$ cat config.mk
export PLATFORM = sky130hd
export DESIGN_NAME = cypher_code_sender
export DESIGN_NICKNAME = d
export VERILOG_FILES = /design/src/rtl/cypher_pkg.sv /design/src/rtl/cypher_resp_timer.sv /design/src/rtl/cypher_code_sender.sv
export SDC_FILE = /design/constraint.sdc
export NUM_CORES = 1
export LEC_CHECK = 0
export BUFFER_PORTS_ARGS = -buffer_cell sky130_fd_sc_hd__buf_4
export CORE_MARGIN = 2
export CORE_UTILIZATION = 45
export CTS_CLUSTER_DIAMETER = 80
export DETAILED_ROUTE_END_ITERATION = 16
export PLACE_DENSITY = 0.66
export SKIP_CTS_REPAIR_TIMING = 1
export SLEW_MARGIN = 20
export SYNTH_ARGS = -nofsm -noshare
export SYNTH_HDL_FRONTEND = slang
export SYNTH_HIERARCHICAL = 1
export SYNTH_SLANG_ARGS = --single-unit
$ cat constraint.sdc
create_clock -name clock -period 2.68 [get_ports clock]
set_input_delay 0.402 -clock clock [delete_from_list [all_inputs] [get_ports clock]]
set_output_delay 0.402 -clock clock [all_outputs]
set_load 0.005 [all_outputs]
$ cat src/rtl/cypher_pkg.sv
// Shared types and constants for the cypher-lock digit sender.
package cypher_pkg;

  localparam int unsigned CYPHER_DIGITS = 4;
  localparam int unsigned DIGIT_W       = 4;
  localparam int unsigned CODE_W        = CYPHER_DIGITS * DIGIT_W;

  localparam logic [2:0] CTRL_IDLE = 3'd0;
  localparam logic [2:0] STEP_1    = 3'd1;
  localparam logic [2:0] STEP_2    = 3'd2;
  localparam logic [2:0] STEP_3    = 3'd3;
  localparam logic [2:0] STEP_4    = 3'd4;

  typedef enum logic [2:0] {
    StIdle,
    StDrive,
    StStrobe,
    StWait,
    StDone,
    StFail
  } state_e;

  // Digit presented at a given step; step 1 is the low nibble.
  function automatic logic [DIGIT_W-1:0] digit_of(input logic [CODE_W-1:0] code,
                                                  input logic [2:0]        step);
    logic [DIGIT_W-1:0] d;
    d = '0;
    case (step)
      STEP_1:  d = code[0*DIGIT_W +: DIGIT_W];
      STEP_2:  d = code[1*DIGIT_W +: DIGIT_W];
      STEP_3:  d = code[2*DIGIT_W +: DIGIT_W];
      STEP_4:  d = code[3*DIGIT_W +: DIGIT_W];
      default: d = '0;
    endcase
    return d;
  endfunction

endpackage

$ cat src/rtl/cypher_resp_timer.sv
// Response timer: counts WAIT cycles, flags the last permitted cycle.
module cypher_resp_timer #(
  parameter int unsigned TIMEOUT = 16
) (
  input  logic clock,
  input  logic reset,
  input  logic clear,
  input  logic enable,
  output logic expired
);

  localparam int unsigned CntW = (TIMEOUT > 2) ? $clog2(TIMEOUT) : 1;
  localparam logic [CntW-1:0] Last = CntW'(TIMEOUT - 1);

  logic [CntW-1:0] count_q;

  // Saturates at Last so a stalled enable can never wrap back to zero.
  always_ff @(posedge clock or negedge reset) begin
    if (!reset) begin
      count_q <= '0;
    end else if (clear) begin
      count_q <= '0;
    end else if (enable && (count_q != Last)) begin
      count_q <= count_q + 1'b1;
    end
  end

  assign expired = (count_q == Last);

endmodule

$ cat src/rtl/cypher_code_sender.sv
// Sends a latched 16-bit code to the cypher checker one nibble per step.
// Define CYPHER_RETRY_EN to restart from step 1 after a rejected digit; final_in is 'final'.
module cypher_code_sender
  import cypher_pkg::*;
#(
  parameter int unsigned TIMEOUT   = 16,
  parameter int unsigned MAX_RETRY = 3
) (
  input  logic               clock,
  input  logic               reset,
  input  logic               start,
  input  logic [CODE_W-1:0]  code_in,
  input  logic               valid,
  input  logic               invalid,
  input  logic               final_in,
  input  logic               pespese,
  output logic [DIGIT_W-1:0] four_bit_out,
  output logic [2:0]         control_out,
  output logic               read,
  output logic               busy,
  output logic               done,
  output logic               fail,
  output logic               timed_out
);

  localparam int unsigned RetryW = (MAX_RETRY > 0) ? $clog2(MAX_RETRY + 1) : 1;
  localparam logic [RetryW-1:0] RetryMax = RetryW'(MAX_RETRY);

`ifdef CYPHER_RETRY_EN
  localparam bit RetryEn = 1'b1;
`else
  localparam bit RetryEn = 1'b0;
`endif

  state_e              state_q;
  logic [CODE_W-1:0]   code_q;
  logic [2:0]          step_q;
  logic [RetryW-1:0]   retry_q;
  logic                expired;
  logic                reject;

  assign reject = invalid | pespese;

  cypher_resp_timer #(
    .TIMEOUT (TIMEOUT)
  ) u_timer (
    .clock   (clock),
    .reset   (reset),
    .clear   (state_q != StWait),
    .enable  (state_q == StWait),
    .expired (expired)
  );

  // Outputs are registered on entry to each state so they are valid for its whole cycle.
  always_ff @(posedge clock or negedge reset) begin
    if (!reset) begin
      state_q      <= StIdle;
      code_q       <= '0;
      step_q       <= CTRL_IDLE;
      retry_q      <= '0;
      four_bit_out <= '0;
      control_out  <= CTRL_IDLE;
      read         <= 1'b0;
      busy         <= 1'b0;
      done         <= 1'b0;
      fail         <= 1'b0;
      timed_out    <= 1'b0;
    end else begin
      unique case (state_q)
        StIdle, StDone, StFail: begin
          if (start) begin
            state_q      <= StDrive;
            code_q       <= code_in;
            step_q       <= STEP_1;
            retry_q      <= '0;
            control_out  <= STEP_1;
            four_bit_out <= digit_of(code_in, STEP_1);
            busy         <= 1'b1;
            done         <= 1'b0;
            fail         <= 1'b0;
            timed_out    <= 1'b0;
          end
        end
        StDrive: begin
          state_q <= StStrobe;
          read    <= 1'b1;
        end
        StStrobe: begin
          state_q <= StWait;
          read    <= 1'b0;
        end
        StWait: begin
          if (reject) begin
            if (RetryEn && (retry_q < RetryMax)) begin
              state_q      <= StDrive;
              step_q       <= STEP_1;
              retry_q      <= retry_q + 1'b1;
              control_out  <= STEP_1;
              four_bit_out <= digit_of(code_q, STEP_1);
            end else begin
              state_q      <= StFail;
              busy         <= 1'b0;
              fail         <= 1'b1;
              control_out  <= CTRL_IDLE;
              four_bit_out <= '0;
            end
          end else if (valid) begin
            if (step_q != STEP_4) begin
              state_q      <= StDrive;
              step_q       <= step_q + 3'd1;
              control_out  <= step_q + 3'd1;
              four_bit_out <= digit_of(code_q, step_q + 3'd1);
            end else if (final_in) begin
              state_q      <= StDone;
              busy         <= 1'b0;
              done         <= 1'b1;
              control_out  <= CTRL_IDLE;
              four_bit_out <= '0;
            end else begin
              state_q      <= StFail;
              busy         <= 1'b0;
              fail         <= 1'b1;
              control_out  <= CTRL_IDLE;
              four_bit_out <= '0;
            end
          end else if (expired) begin
            state_q      <= StFail;
            busy         <= 1'b0;
            fail         <= 1'b1;
            timed_out    <= 1'b1;
            control_out  <= CTRL_IDLE;
            four_bit_out <= '0;
          end
        end
        default: state_q <= StIdle;
      endcase
    end
  end

endmodule
==> results of run 1 <==
final timing paths:
check,from,slack (ps),endpoint
worst max-delay path,step_q[0]$_DFFE_PN0P_,540,four_bit_out[3]$_DFFE_PN0P_
worst min-delay path,reset,70,done$_DFFE_PN0P_
worst max register to register,step_q[0]$_DFFE_PN0P_,540,four_bit_out[3]$_DFFE_PN0P_
worst min register to register,busy$_DFFE_PN0P_,480,busy$_DFFE_PN0P_
max in group asynchronous,reset,2270,state_q[1]$_DFFE_PN0P_
min in group clock,code_in[7],340,code_q[7]$_DFFE_PN0P_
power groups by stage:
| stage | clock network [mW] | registers [mW] | logic (mW) |
|---|---|---|---|
| 2_1_floorplan | 0 | 0.954 | 0.946 |
| 4_1_cts | 0.421 | 1.01 | 1.21 |
| 3_3_place_gp | 0 | 1.01 | 1.18 |
| 5_1_grt | 0.449 | 1.04 | 1.32 |
| 3_5_place_dp | 0 | 1.02 | 1.21 |
| 6_report | 0.404 | 1.01 | 1.21 |
layout by cell type, fill, tap and decap left out, types with 2 or more instances in the layout:
master,netlist,final
a222oi_1,4,4
o21ai_0,7,7
buf_4,0,35
inv_1,5,5
ha_1,6,6
nand2b_1,4,4
nand2_1,6,6
a21oi_1,5,5
nor4_1,2,2
o22ai_1,2,2
a22o_1,6,6
nor3_1,7,7
clkbuf_8,0,6
a2bb2oi_1,2,2
dfrtp_1,38,38
o32ai_1,4,4
mux2_4,17,17
o21a_1,4,4
nor2_1,11,11
area by class of cell:
cell class,instances,area (um^2)
fillers,369,1940
multi-input cells,113,961
flip-flops and latches,38,951
repair buffers,35,263
clock buffers,7,86.3
well taps,52,65.1
inverters,6,27.5
clock inverters,1,5.00
registers in the layout (all words and copies together) (netlist names):
name / cells
code_q: 16
four_bit_out: 4
u_timer/count_q: 4
control_out: 3
state_q: 3
step_q: 3
busy: 1
done: 1
fail: 1
read: 1
timed_out: 1
cells by family (layout without fill, tap and decap cells):
logic type,count (synthesis),count (layout),share of synthesized area [%]
AND/OR/NAND/NOR,43,43,13.4
buffers and inverters,11,49,3.60
multiplexers,18,18,13.4
flip-flops,38,38,47.9
XOR/XNOR,1,1,0.442
adder cells (fa/ha/maj),6,6,3.79
AO/OA/AOI/OAI,45,45,17.5
routing by layer:
layer	track usage, %	vias to the layer above
met3	4.91	7
met4	6.20	0
met1	25.0	723
li1	-	685
met2	29.8	37
met5	0	-
==> key figures, run 1 <==
Outcome
  • Status: finished clean

Logic synthesis
  • Share of the synthesized area in the top cell type: 47.9%
  • Most common cell in the synthesized netlist: dfrtp_1
  • Post-synth EDFFs: 0
  • Synthesized flop and latch total: 38
  • Count of warnings emitted by yosys: 6
  • Synth top area cells: dfrtp_1, mux2_4, ha_1
  • Asr flop ratio synth: 100%
  • Synthesized net count: 191
  • Cells after Synth: 162
  • Synth top cells by count: dfrtp_1, mux2_4, nor2_1
  • Cell variety after synth: 46
  • Top FF cell, synth: dfrtp_1
  • Synthesized area: 1980 um^2
  • Syn avg cell area: 12.2 um^2
  • Sequential cell area fraction in the yosys report: 47.9%
  • Largest area contributor in the netlist: dfrtp_1

Power and ir drop
  • Flop pwr share: 38.4%
  • Sw frac: 35.7%
  • Power per Cell Area: 1110 nW/um^2
  • Gate power share: 46.1%
  • VDD IR-drop max: 0.525 mV
  • Psw: 0.935 mW
  • Tot Pwr: 2.62 mW
  • Pleak: 1.09 nW
  • Clock share of power: 15.4%
  • Internal Power: 1.68 mW

Critical path
  • Cell Chain, Critical Path: ha_1 > ha_1 > or4b_1 > o21ai_2 > o32ai_1 > o21a_1
  • Worst setup SP type: flip-flop
  • CP delay by family, top: adder cells
  • Slowest CP cell: or4b_1
  • FF-to-FF path depth: 6
  • Setup CP Type: reg -> reg
  • CP most frequent cell: ha_1
  • Worst EP required: 2870 ps
  • WP buf/inv: 0
  • Slowest stage delay, CP: 490 ps
  • CP endpoint kind: flip-flop
  • Crit-path max FO: 9
  • WP depth: 6
  • Critical path arrival: 2320 ps

Clock tree
  • Clock-pin slew on the worst setup and hold paths: 70 ps
  • Clk Latency, worst-skew pair: 290 ps
  • # clock sinks: 38
  • H-Tree Depth: 2
  • Num CTS Buffers: 5
  • CTS tree: yes
  • Clock Tree Root: clkbuf_8
  • CTS max path bufs: 2

STA
  • Fin crit share: 79.8%
  • Final Slew Violations: 0
  • RSZ-0062 raised after global routing: false
  • Final min period: 2140 ps
  • Count of final setup violators: 0
  • Clock Skews: 8.67 ps
  • Hold Worst Slack: 71.1 ps
  • Fmax: 0.467 GHz
  • Slew headroom: 63.4%
  • Final worst-path setup slack: 541 ps
  • Setup TNS: 0 ps
  • Worst-Margin Slew: 545 ps
  • Final hold vios: 0

Floorplanning
  • Rows: 24
  • # IOs: 35
  • Die ar.: 4950 um^2
  • Core Box Area: 4290 um^2
  • Die X: 70.4 um
  • Starting Density: 46.2%
  • Die height: 70.4 um

Final layout
  • Fin cells: 252
  • Area Overhead vs Synth: 18.9%
  • Ant diodes: 0
  • Share of cells above drive strength 1: 35.5%
  • Fin util: 54.9%
  • Layout Cell Area excl Fill: 2360 um^2
  • Nets: 228

Detailed routing
  • Metal3 WL: 209 um
  • Vias per cell: 5.76
  • Drt total wl: 4310 um
  • Vias post-DR: 1,452
  • Routed WL per cell: 17.1 um
  • Routed Antenna Nets: 0
  • Top sig layer: met4
  • DRC violation count after routing: 0
  • DR iter-0 viols: 105
  • M1 WL: 1960 um
  • First drt pass iteration count: 5
  • Detail Route met2 WL: 2080 um

Placement
  • Post-DP HPWL: 3140 um
  • Placement Setup Slack: 576 ps
  • DP Area: 2270 um^2
  • Cells after DPL: 244
  • RD Place Congestion: 0.814
  • IO buf count: 34

Global route
  • Global-route wire length before repair: 7270 um
  • Initial antenna violation count: 0
  • Vias in the first global route: 1,451
  • Largest net degree at the start of global routing: 39
  • GRT Util Overall: 18.8%
  • Gr ovfl total: 0

Run
  • Max_cap viols: 0

Worst hold path
  • Hold crit path type: in -> async
Power figures use the tool's default switching activity.
==> run 2: changes to the inputs <==
Settings changed: PLACE_DENSITY 0.66 to 0.69.
Clock period 2.68 ns to 1.9 ns, I/O delays scaled along.
==> run 2 against run 1 <==
Net effect:
- count of clock-buffer cells in the layout fell by 1
- critical path depth did not move
- final area rose by 5.8%
- cell count rose by 3.6%
- clock skew fell by 4.3 ps
- non-clock buffer count rose by 10
- first-iteration DRC count fell by 10%
- core utilization rose by 3.2 points
- routed wire length rose by 7.0%
- largest cell class unchanged
- highest routed layer unchanged
==> key figures, run 2 (same netlist as run 1, synthesis figures left out) <==
Placement
  • Post-DP HPWL: 3350 um (+6.9%)
  • Placement Setup Slack: -4.56 ps (-581 ps)
  • IO buf count: 34 (unchanged)
  • RD Place Congestion: 0.880 (+8.1%)

Floorplanning
  • Die ar.: 4950 um^2 (unchanged)
  • Die X: 70.4 um (unchanged)
  • Rows: 24 (unchanged)
  • Starting Density: 46.2% (unchanged)
  • Core Box Area: 4290 um^2 (unchanged)
  • Die height: 70.4 um (unchanged)
  • # IOs: 35 (unchanged)

Final layout
  • Share of cells above drive strength 1: 40.7% (+5.2 points)
  • Biggest register: code_q
  • Multi-input logic area: 987 um^2 (+2.7%)
  • Ant diodes: 0 (unchanged)
  • Largest register FFs: 16 (unchanged)
  • Fin util: 58.1% (+3.2 points)
  • Regs by FF count: code_q: 16 flops, four_bit_out: 4 flops, u_timer/count_q: 4 flops
  • Fillers: 363 (-1.6%)
  • Area Overhead vs Synth: 25.9%
  • Nets: 238 (+4.4%)
  • Commonest cells after routing, fill and taps aside: buf_4, dfrtp_1, mux2_4, nor2_1
  • Commonest non-fill, non-tap cell in the layout: buf_4
  • Flip-flop and latch area: 951 um^2 (unchanged)

Critical path
  • Cell Chain, Critical Path: inv_1 > ha_1 > a21boi_1 > nand3_2 > o32ai_1 > o21a_1
  • Setup CP Type: reg -> reg
  • CP endpoint kind: flip-flop
  • Slowest CP cell: dfrtp_1
  • Crit-path max FO: 6 (-3)
  • CP delay by family, top: compound AO/OA/AOI/OAI gates
  • Slowest stage delay, CP: 410 ps (-80 ps)
  • Worst EP required: 2130 ps (-740 ps)
  • Worst setup SP type: flip-flop
  • Critical path arrival: 2110 ps (-210 ps)
  • WP buf/inv: 1 (+1)

STA
  • Fin crit share: 98.7% (+19 points)
  • Fmax: 0.533 GHz (+14%)
  • Worst-Margin Slew: 480 ps (-64.3 ps)
  • Final min period: 1880 ps (-263 ps)
  • Final Slew Violations: 0 (unchanged)
  • Final hold vios: 0 (unchanged)
  • Slew headroom: 68.0% (+4.6 points)
  • Final worst-path setup slack: 23.9 ps (-517 ps)
  • RSZ-0062 raised after global routing: true
  • Clock Skews: 4.37 ps (-4.30 ps)
  • Count of final setup violators: 0 (unchanged)

Clock tree
  • H-Tree Depth: 2 (unchanged)
  • # clock sinks: 38 (unchanged)
  • Clock Tree Root: clkbuf_8
  • Num CTS Buffers: 5 (unchanged)
  • CTS max path bufs: 2 (unchanged)
  • Clk Latency, worst-skew pair: 290 ps (about the same)
  • CTS tree: yes
  • Clock-pin slew on the worst setup and hold paths: 70 ps (about the same)

Detailed routing
  • DR iter-0 viols: 94 (-10%)
  • DRC violation count after routing: 0 (unchanged)
  • First drt pass iteration count: 5 (unchanged)
  • Routed Antenna Nets: 0 (unchanged)
  • Vias post-DR: 1,501 (+3.4%)
  • Drt total wl: 4620 um (+7.0%)
  • Routed WL per cell: 17.7 um (+3.3%)
  • Vias per cell: 5.75 (-0.19%)

Global route
  • Largest net degree at the start of global routing: 39 (unchanged)
  • Vias in the first global route: 1,549 (+6.8%)
  • GRT Util Overall: 19.4% (+0.67 points)
  • Global-route wire length before repair: 7540 um (+3.8%)
  • Initial antenna violation count: 0 (unchanged)
  • Gr ovfl total: 0 (unchanged)

Outcome
  • Status: finished clean

Power and ir drop
  • VDD IR-drop max: 0.550 mV (+4.6%)
  • Pleak: 1.15 nW (+5.5%)
  • Power per Cell Area: 1630 nW/um^2 (+47%)
  • Tot Pwr: 4.08 mW (+56%)

Run
  • Max_cap viols: 0 (unchanged)

Worst hold path
  • Hold crit path type: in -> reg
-- run 2: worst reg2reg max path: stages, from the launching register on --
cell      delay [ps]
dfrtp_1          410
inv_1             80
ha_1             270
a21boi_1         270
nand3_2          200
o32ai_1          410
o21a_1           170
-- run 2: final timing paths --
| check | slack, ps | start | endpoint | depth (start not counted) |
|---|---|---|---|---|
| worst max-delay path | 20 | step_q[0]$_DFFE_PN0P_ | four_bit_out[2]$_DFFE_PN0P_ | 6 |
| worst min-delay path | 230 | code_in[15] | code_q[15]$_DFFE_PN0P_ | 2 |
| worst max register to register | 20 | step_q[0]$_DFFE_PN0P_ | four_bit_out[2]$_DFFE_PN0P_ | 6 |
| worst min register to register | 500 | four_bit_out[3]$_DFFE_PN0P_ | four_bit_out[3]$_DFFE_PN0P_ | 1 |
| max in group asynchronous | 1050 | reset | code_q[12]$_DFFE_PN0P_ | 2 |
| min in group asynchronous | 520 | reset | code_q[4]$_DFFE_PN0P_ | 2 |
-- run 2: layout make-up --
cell class | count | area share [%]
timing repair buffer | 45 | 14.1
tap | 52 | 2.61
inverter | 6 | 1.10
multi-input combinational | 113 | 39.5
clock buffer | 6 | 3.31
sequential | 38 | 38.1
clock inverter | 1 | 1.20
-- run 2: where the power goes --
part	switching, mW	internal, mW	leakage (nW)
Clock	0.271	0.420	0.0573
Combinational	0.887	1.09	0.625
Sequential	0.254	1.15	0.466
-- run 2: through the flow --
step                      cell area, um^2  hold WS, ps  instances  setup TNS [ps]
after floorplan                      1990        -10.6        162               0
after global placement               2330          275        250               0
after detailed placement             2330          281        250           -4.56
after CTS                            2440        -30.3        257           -17.4
after global routing                 2500          219        261           -75.0
final                                2500          227        261               0
-- run 2: per-layer routing --
layer	global-route usage, %	vias to the layer above	share of wire [%]	wire [um]
li1	-	700	-	-
met1	24.8	739	42	1920
met2	31.7	51	51	2340
met3	5.48	11	5.6	257
met4	6.84	0	2.0	93
met5	0	-	0	0
==> run 3: changes to the inputs <==
Settings changed: MAX_ROUTING_LAYER from default to met4, SYNTH_HIERARCHICAL 1 to default.
==> run 3 against run 2 <==
Net effect:
- clock power decreased by 3%
- hold slack got worse by 6.3 ps
- die area is 2.3% lower
- synthesized cell count fell by 1.2%
- sequential share of layout area up 2.1 points
- register-to-register slack improved by 40 ps
==> key figures, run 3 <==
Outcome
  • Status: finished clean

Final layout
  • Fin util: 58.3% (+0.18 points)
  • Area Overhead vs Synth: 22.3%
  • Largest register FFs: 16 (unchanged)
  • Flip-flop and latch area: 951 um^2 (unchanged)
  • Share of cells above drive strength 1: 37.3% (-3.4 points)
  • Regs by FF count: code_q: 16 flops, four_bit_out: 4 flops, u_timer.count_q: 4 flops
  • Ant diodes: 0 (unchanged)
  • Multi-input logic area: 920 um^2 (-6.8%)
  • Biggest register: code_q
  • Nets: 229 (-3.8%)
  • Commonest cells after routing, fill and taps aside: dfrtp_1, buf_4, nor2_1, nand2_1, mux2_4
  • Commonest non-fill, non-tap cell in the layout: dfrtp_1
  • Fillers: 330 (-9.1%)

Logic synthesis
  • Synth top area cells: dfrtp_1, mux2_4, ha_1
  • Share of the synthesized area in the top cell type: 49.2% (+1.2 points)
  • Post-synth EDFFs: 0 (unchanged)
  • Cell variety after synth: 41 (-11%)
  • Most common cell in the synthesized netlist: dfrtp_1
  • Cells after Synth: 160 (-1.2%)
  • Synth top cells by count: dfrtp_1, nor2_1, nand2_1
  • Syn avg cell area: 12.1 um^2 (-1.2%)
  • Synthesized flop and latch total: 38 (unchanged)
  • Sequential cell area fraction in the yosys report: 49.2% (+1.2 points)
  • Top FF cell, synth: dfrtp_1
  • Synthesized net count: 189 (-1.0%)
  • Synthesized area: 1930 um^2 (-2.5%)
  • Asr flop ratio synth: 100% (unchanged)
  • Largest area contributor in the netlist: dfrtp_1
  • Count of warnings emitted by yosys: 0 (-6)

Detailed routing
  • Drt total wl: 3840 um (-17%)
  • Routed WL per cell: 15.3 um (-13%)
  • Vias post-DR: 1,359 (-9.5%)
  • First drt pass iteration count: 6 (+1)
  • Vias per cell: 5.41 (-5.9%)
  • DR iter-0 viols: 58 (-38%)
  • DRC violation count after routing: 0 (unchanged)
  • Routed Antenna Nets: 0 (unchanged)

Floorplanning
  • Rows: 23 (-4.2%)
  • Starting Density: 47.7% (+1.5 points)
  • Die height: 69.6 um (-1.2%)
  • Die ar.: 4840 um^2 (-2.3%)
  • Core Box Area: 4060 um^2 (-5.5%)
  • # IOs: 35 (unchanged)
  • Die X: 69.6 um (-1.2%)

STA
  • Clock Skews: 13.7 ps (+9.33 ps)
  • Final Slew Violations: 0 (unchanged)
  • Final min period: 1840 ps (-36.7 ps)
  • Fmax: 0.544 GHz (+2.0%)
  • Final hold vios: 0 (unchanged)
  • Fin crit share: 96.8% (-1.9 points)
  • Count of final setup violators: 0 (unchanged)
  • Slew headroom: 68.7% (+0.74 points)
  • Hold Worst Slack: 220 ps (-6.32 ps)
  • Worst-Margin Slew: 469 ps (-11.1 ps)

Power and ir drop
  • Power per Cell Area: 1500 nW/um^2 (-8.3%)
  • VDD IR-drop max: 0.727 mV (+32%)
  • Pleak: 1.11 nW (-3.7%)

Worst hold path
  • Hold crit path type: in -> reg
  • Hold_sp: code_in[10]

Placement
  • RD Place Congestion: 0.817 (-7.1%)
  • Post-DP HPWL: 2780 um (-17%)
  • IO buf count: 34 (unchanged)

Clock tree
  • CTS max path bufs: 2 (unchanged)
  • Clock Tree Root: clkbuf_8
  • Clk Latency, worst-skew pair: 290 ps (about the same)
  • Clock-pin slew on the worst setup and hold paths: 80 ps (about the same)
  • CTS tree: yes
  • Num CTS Buffers: 5 (unchanged)
  • H-Tree Depth: 2 (unchanged)
  • # clock sinks: 38 (unchanged)

Critical path
  • Slowest CP cell: or4b_4
  • Worst setup SP type: flip-flop
  • Crit. Startpoint: step_q[0]$_DFFE_PN0P_
  • Slowest stage delay, CP: 470 ps (+60 ps)
  • Worst flop-to-flop path startpoint: step_q[0]$_DFFE_PN0P_
  • Worst EP required: 2080 ps (-50 ps)
  • Critical path arrival: 2020 ps (-90 ps)
  • CP endpoint kind: flip-flop
  • Setup CP Type: reg -> reg
  • Crit-path max FO: 4 (-2)
  • WP buf/inv: 0 (-1)
  • Cell Chain, Critical Path: ha_2 > ha_4 > or4b_4 > o21ai_4 > a211oi_1 > o22a_1
  • CP delay by family, top: adder cells

Global route
  • Initial antenna violation count: 0 (unchanged)
  • Met3 Use GR: 5.38% (-0.11 points)
  • Busiest grt layer: met2
  • GRT Util Overall: 17.1% (-2.3 points)
  • Global-route wire length before repair: 6460 um (-14%)
  • M1 GR Usage: 21.2% (-3.6 points)
  • Largest net degree at the start of global routing: 39 (unchanged)
  • Gr ovfl total: 0 (unchanged)
  • Met2 usage: 27.9% (-3.8 points)
  • Vias in the first global route: 1,369 (-12%)

Run
  • Max_cap viols: 0 (unchanged)
[run 3: cell count changes in the layout (fill, tap and decap cells not counted), moves of 5 or more]
cell and change:
a211oi_1 +6, buf_4 -7, mux2_2 +6, mux2_4 -7
nand2_1 +6, nor2_1 +7, nor3_1 -5
[run 3: per-layer routing]
| layer | vias to the layer above | routed length [um] | part of all wire [%] |
|---|---|---|---|
| li1 | 653 | - | - |
| met1 | 663 | 1700 | 44 |
| met2 | 37 | 1910 | 50 |
| met3 | 6 | 198 | 5.2 |
| met4 | 0 | 33 | 0.86 |
| met5 | - | 0 | 0 |
[run 3: final timing paths]
check	to	slack, ps	cells past startpoint
max	four_bit_out[2]$_DFFE_PN0P_	60	6
min in group asynchronous	u_timer.count_q[3]$_DFFE_PN0P_	500	2
max reg2reg	four_bit_out[2]$_DFFE_PN0P_	60	6
min	code_q[10]$_DFFE_PN0P_	220	2
max in group asynchronous	control_out[2]$_DFFE_PN0P_	1070	2
min reg2reg	control_out[2]$_DFFE_PN0P_	490	1
[run 3: metrics by stage]
| stage | area (um^2) | TNS, ps | cells | total power [mW] | setup WS [ps] |
|---|---|---|---|---|---|
| detailed placement | 2220 | 0 | 241 | 2.83 | 46.1 |
| global placement | 2220 | 0 | 241 | 2.76 | 101 |
| floorplan | 1930 | 0 | 160 | 2.44 | 39.0 |
| CTS | 2320 | 0 | 249 | 3.50 | 33.7 |
| global route | 2370 | -8.11 | 251 | 3.77 | -8.11 |
| finish | 2370 | 0 | 251 | 3.54 | 60.5 |
[run 3: final cells by class]
type                            instances  area share (%)
Multi-Input combinational cell        110            38.9
Inverter                                7            1.11
Sequential cell                        38            40.2
Timing Repair Buffer                   38            12.7
Clock inverter                          1            1.27
Clock buffer                            7            3.23
Tap cell                               50            2.64
[run 3: worst reg2reg max path: stages, from the launching register on]
cell	delay, ps
dfrtp_1	410
ha_2	240
ha_4	270
or4b_4	470
o21ai_4	100
a211oi_1	70
o22a_1	180
[run 3: where the power goes]
group	internal (mW)	total [mW]	leakage, nW	switching, mW
Sequential	1.14	1.42	0.464	0.278
Clock	0.393	0.672	0.0524	0.279
Combinational	0.846	1.45	0.589	0.604
Total	2.38	3.54	1.11	1.16
[run 3: cells by family (layout without fill, tap and decap cells)]
kind of cell | Yosys count | in the layout | share of synthesized area, %
mux | 17 | 17 | 11.8
buf+inv | 12 | 53 | 4.98
xor+xnor | 1 | 1 | 0.453
simple gates | 49 | 49 | 15.5
fa+ha+maj | 6 | 6 | 3.88
compound gates | 37 | 37 | 14.2
flops | 38 | 38 | 49.2
